### src/rtl/pipeline_hazard_ctrl_pkg.sv
// Shared encodings for the hazard controller: predictor states and PC select codes.
package pipeline_hazard_ctrl_pkg;

   typedef enum logic [1:0] {
      SNT = 2'b00,
      WNT = 2'b01,
      WT  = 2'b10,
      ST  = 2'b11
   } pred_state_e;

   localparam logic [1:0] PC_SEL_SEQ    = 2'b00;
   localparam logic [1:0] PC_SEL_ID_TGT = 2'b01;
   localparam logic [1:0] PC_SEL_EX_SEQ = 2'b10;
   localparam logic [1:0] PC_SEL_EX_TGT = 2'b11;

endpackage

### src/rtl/pipeline_hazard_ctrl_branch_predictor.sv
// 2-bit saturating branch predictor; trained by branches resolving in EX.
//
// state | meaning
// SNT   | strongly not taken
// WNT   | weakly not taken
// WT    | weakly taken
// ST    | strongly taken
module branch_predictor_2bit
   import pipeline_hazard_ctrl_pkg::*;
#(
   parameter logic [1:0] INIT_STATE = 2'b11
) (
   input  logic clk_i,
   input  logic rst_i,
   input  logic update_i,
   input  logic taken_i,
   output logic predict_o
);

   pred_state_e state;
   pred_state_e state_next;

   always_ff @(posedge clk_i) begin
      if (!rst_i) state <= pred_state_e'(INIT_STATE);
      else        state <= state_next;
   end

   always_comb begin
      state_next = state;
      if (update_i) begin
         case (state)
            SNT:     state_next = taken_i ? WNT : SNT;
            WNT:     state_next = taken_i ? WT  : SNT;
            WT:      state_next = taken_i ? ST  : WNT;
            ST:      state_next = taken_i ? ST  : WT;
            default: state_next = pred_state_e'(INIT_STATE);
         endcase
      end
   end

   // prediction comes from the registered state only; same-cycle EX training is not bypassed
   assign predict_o = state[1];

endmodule

### src/rtl/pipeline_hazard_ctrl.sv
// Load-use stall, branch predict/redirect and mispredict flush control, plus branch statistics.
module pipeline_hazard_ctrl
   import pipeline_hazard_ctrl_pkg::*;
#(
   parameter logic [1:0] INIT_STATE = 2'b11,
   parameter int         CNT_W      = 32
) (
   input  logic             clk_i,
   input  logic             rst_i,
   input  logic [4:0]       ID_rs1_addr_i,
   input  logic [4:0]       ID_rs2_addr_i,
   input  logic             ID_Branch_i,
   input  logic             EX_MemRead_i,
   input  logic [4:0]       EX_rd_addr_i,
   input  logic             EX_Branch_i,
   input  logic             EX_predict_i,
   input  logic             EX_taken_i,
   output logic             PCWrite_o,
   output logic             Stall_o,
   output logic             NoOp_o,
   output logic             IFID_Flush_o,
   output logic             IDEX_Flush_o,
   output logic             predict_o,
   output logic [1:0]       PC_sel_o,
   output logic [CNT_W-1:0] branch_cnt_o,
   output logic [CNT_W-1:0] mispred_cnt_o
);

   logic mispredict;
   logic load_use;
   logic [CNT_W-1:0] branch_cnt;
   logic [CNT_W-1:0] mispred_cnt;

   assign mispredict = EX_Branch_i & (EX_predict_i != EX_taken_i);
   assign load_use   = EX_MemRead_i & (EX_rd_addr_i != 5'd0) &
                       ((EX_rd_addr_i == ID_rs1_addr_i) | (EX_rd_addr_i == ID_rs2_addr_i));

   branch_predictor_2bit #(
      .INIT_STATE (INIT_STATE)
   ) u_predictor (
      .clk_i     (clk_i),
      .rst_i     (rst_i),
      .update_i  (EX_Branch_i),
      .taken_i   (EX_taken_i),
      .predict_o (predict_o)
   );

   always_comb begin
      PCWrite_o    = 1'b1;
      Stall_o      = 1'b0;
      NoOp_o       = 1'b0;
      IFID_Flush_o = 1'b0;
      IDEX_Flush_o = 1'b0;
      PC_sel_o     = PC_SEL_SEQ;
      if (!rst_i) begin
         // keep the pipeline drained and the PC frozen while in reset
         PCWrite_o    = 1'b0;
         NoOp_o       = 1'b1;
         IFID_Flush_o = 1'b1;
         IDEX_Flush_o = 1'b1;
      end else if (mispredict) begin
         IFID_Flush_o = 1'b1;
         IDEX_Flush_o = 1'b1;
         PC_sel_o     = EX_taken_i ? PC_SEL_EX_TGT : PC_SEL_EX_SEQ;
      end else if (load_use) begin
         PCWrite_o = 1'b0;
         Stall_o   = 1'b1;
         NoOp_o    = 1'b1;
      end else if (ID_Branch_i && predict_o) begin
         IFID_Flush_o = 1'b1;
         PC_sel_o     = PC_SEL_ID_TGT;
      end
   end

   always_ff @(posedge clk_i) begin
      if (!rst_i) begin
         branch_cnt  <= '0;
         mispred_cnt <= '0;
      end else if (EX_Branch_i) begin
         if (branch_cnt != '1)                  branch_cnt  <= branch_cnt + CNT_W'(1);
         if (mispredict && (mispred_cnt != '1)) mispred_cnt <= mispred_cnt + CNT_W'(1);
      end
   end

   assign branch_cnt_o  = branch_cnt;
   assign mispred_cnt_o = mispred_cnt;

endmodule

### config.mk
export PLATFORM = sky130hd
export DESIGN_NAME = pipeline_hazard_ctrl
export DESIGN_NICKNAME = d
export VERILOG_FILES = /design/src/rtl/pipeline_hazard_ctrl_pkg.sv /design/src/rtl/pipeline_hazard_ctrl_branch_predictor.sv /design/src/rtl/pipeline_hazard_ctrl.sv
export SDC_FILE = /design/constraint.sdc
export NUM_CORES = 1
export LEC_CHECK = 0
export ABC_AREA = 0
export BUFFER_PORTS_ARGS = -buffer_cell sky130_fd_sc_hd__buf_2
export CAP_MARGIN = 10
export CORE_MARGIN = 1.5
export CORE_UTILIZATION = 45
export DETAILED_ROUTE_END_ITERATION = 8
export PLACE_DENSITY = 0.8
export REMOVE_ABC_BUFFERS = 1
export SETUP_SLACK_MARGIN = 0.15
export SYNTH_ARGS = -nofsm -noshare
export SYNTH_HDL_FRONTEND = slang
export SYNTH_SLANG_ARGS = --single-unit
### constraint.sdc
create_clock -name clk_i -period 6.3 [get_ports clk_i]
set_input_delay 1.26 -clock clk_i [delete_from_list [all_inputs] [get_ports clk_i]]
set_output_delay 1.26 -clock clk_i [all_outputs]
set_load 0.005 [all_outputs]
==> reports/metrics.yaml <==
cts_buffers: 9
cts_hold_buf: 0
cts_tree: "built"
synthFlopType: "dfxtp_1"
async_flop_share_pct: 0
tightestPinTransition_ns: 0.936
min_path_type: "flip-flop to flip-flop"
cts.path.max_buffers: 2
first_pass_iters: 4
grt_pass1_wl_um: 15000
ios: 94
synth.largest_area_cell: "dfxtp_1"
die-height_um: 91.3
p_int_w: 0.000652
multi_input_area_um2: 2080
start_util_pct: 45.9
worst-path-max-fanout: 53
clkSinkCount: 66
grt_pass1_vias: 3244
h-tree-depth: 3
grt_start_max_net_pins: 54
cp.arrival_ns: 2.75
switching_power_w: 0.000186
setup_viol: 0
total_power_w: 0.000838
slew_headroom_pct: 37.5
crit_chain: "buf_2 > inv_2 > nor3_1 > buf_2"
power_density_nw_per_um2: 197
drtIter0Drc: 159
slowest_stage: "inv_2"
yosysTopAreaCellShare_pct: 37.6
crit_top_cell: "buf_2"
pwr-share-clk_pct: 43.4
clock.fmax_mhz: 250
synth_area_leaders: "dfxtp_1, a21oi_1, xnor2_1"
ant_nets: 0
crit_path_end_kind: "output pin"
synth_area_um2: 3510
synthTopCellsByCount: "dfxtp_1, a21oi_1, nand2_1"
wl_um: 8900
hold_viol_final: 0
yosysWarnings: 0
p_seq_share_pct: 50.7
synth-edff-count: 0
clock_skew_ns: 0.00862
max_stage_delay_ns: 0.55
grt_setup_unrepaired: "no"
core_region_area_um2: 7650
combPwrFrac_pct: 5.8
port-buffer-count: 93
n_antenna_cell: 0
nets: 539
finalCritPeriodShare_pct: 63.6
syn_inst: 428
crit_type: "primary input to output pin"
gp_congestion: 0.868
p_leak_nw: 1.64
cts-root-buf: "clkbuf_8"
vias: 3549
ys_seq_area_share_pct: 37.6
required_ns: 5.04
min_period_ns: 4.01
clk_pin_slew_ns: 0.07
die_x_um: 91.3
regArea_um2: 1320
drc_errors: 0
placementRows: 32
cp.buffers_inverters: 3
dieArea_um2: 8340
status: "completed"
post_drt_wl_per_cell_um: 14.3
synth-seq-cells: 66
postCtsSetupBuffers: 0
fin_setup_tns_ns: 0
ys_types: 48
drive_gt1_share_pct: 22.7
drt-vias-per-instance: 5.71
n_fill_cell: 715
yosysMostFrequentCell: "dfxtp_1"
drv_slew: 0
crit_path_start_kind: "primary input"
gr-total-overflow: 0
synth_area_per_cell_um2: 8.20
clkLatencyLatePin_ns: 0.33
max-vdd-ir-drop_mv: 0.104
antenna_found_initial: 0
cts.repair.resized: 0
grt_util_all_layers_pct: 22.0
hpwl_um: 6230
areaGrowthSynthToFinish_pct: 21.0
switching_share_pct: 22.2
path_delay_family: "buffers and inverters"
maxCapViolations: 0
-- layer usage --
layer	wire, um	part of all wire [%]	GRT usage, %
met1	4020	45	26.9
met2	4240	48	36.6
met3	538	6.0	6.87
met4	99	1.1	6.77
met5	0	0	0
-- worst paths after layout --
check	cells after the start	slack (ns)	start	end
worst max-delay path	4	2.29	rst_i	PC_sel_o[0]
worst min-delay path	1	0.49	mispred_cnt_o[14]	mispred_cnt_o[14]
worst max register to register	5	3.68	branch_cnt_o[24]	branch_cnt_o[17]
worst min register to register	1	0.49	mispred_cnt_o[14]	mispred_cnt_o[14]
-- kinds of logic after synthesis --
kind of cell	synth area share, %
xor+xnor	8.23
fa+ha+maj	0.713
mux	2.57
simple gates	30.9
buf+inv	3.39
compound gates	16.5
flops	37.6
-- final cells by class --
class,count,area share (%)
Inverter,12,1.06
Multi-Input combinational cell,332,48.9
Clock inverter,2,0.825
Clock buffer,13,3.98
Timing Repair Buffer,94,11.1
Tap cell,102,3.01
Sequential cell,66,31.1
-- power groups by stage --
| stage | sequential, W | clock, W | combinational [W] |
|---|---|---|---|
| 3_5_place_dp | 0.000434 | 0 | 0.0000488 |
| 3_3_place_gp | 0.000434 | 0 | 0.0000474 |
| 4_1_cts | 0.000425 | 0.000373 | 0.0000491 |
| 2_1_floorplan | 0.000434 | 0 | 0.0000242 |
| 6_report | 0.000425 | 0.000364 | 0.0000490 |
| 5_1_grt | 0.000425 | 0.000394 | 0.0000547 |
-- placed cells by master (no fill, tap or decap), types with 4 or more instances in the layout --
master     count
a2111oi_0      4
a21oi_1       36
and2_1         4
and3_1         6
and4_1         8
buf_2         93
clkbuf_8      12
dfxtp_1       66
inv_1         11
mux2i_1        9
nand2_1       33
nand2b_1       9
nand3_1       31
nand4_1       16
nor2_1        31
nor3_1         8
nor4_1        11
o2111ai_1      4
o21ai_0       19
o31ai_1       14
or3_1         12
or4_1         15
xnor2_1       19
xor2_1        14
-- registers in the layout, summed over array words and instances, names as in the netlist --
name,cells
u_predictor.state,2
branch_cnt_o,32
mispred_cnt_o,32
-- stage by stage --
step	cells	hold WS (ns)	cell area (um^2)	util, %	setup WS, ns
CTS	621	0.496	4240	55.5	2.29
floorplan	410	0.464	3440	-	2.82
global route	621	0.524	4250	55.5	2.14
detailed placement	606	0.482	4040	52.8	2.29
global placement	606	0.461	4040	52.8	2.33
finish	621	0.488	4250	55.5	2.29
Power figures use the tool's default switching activity.
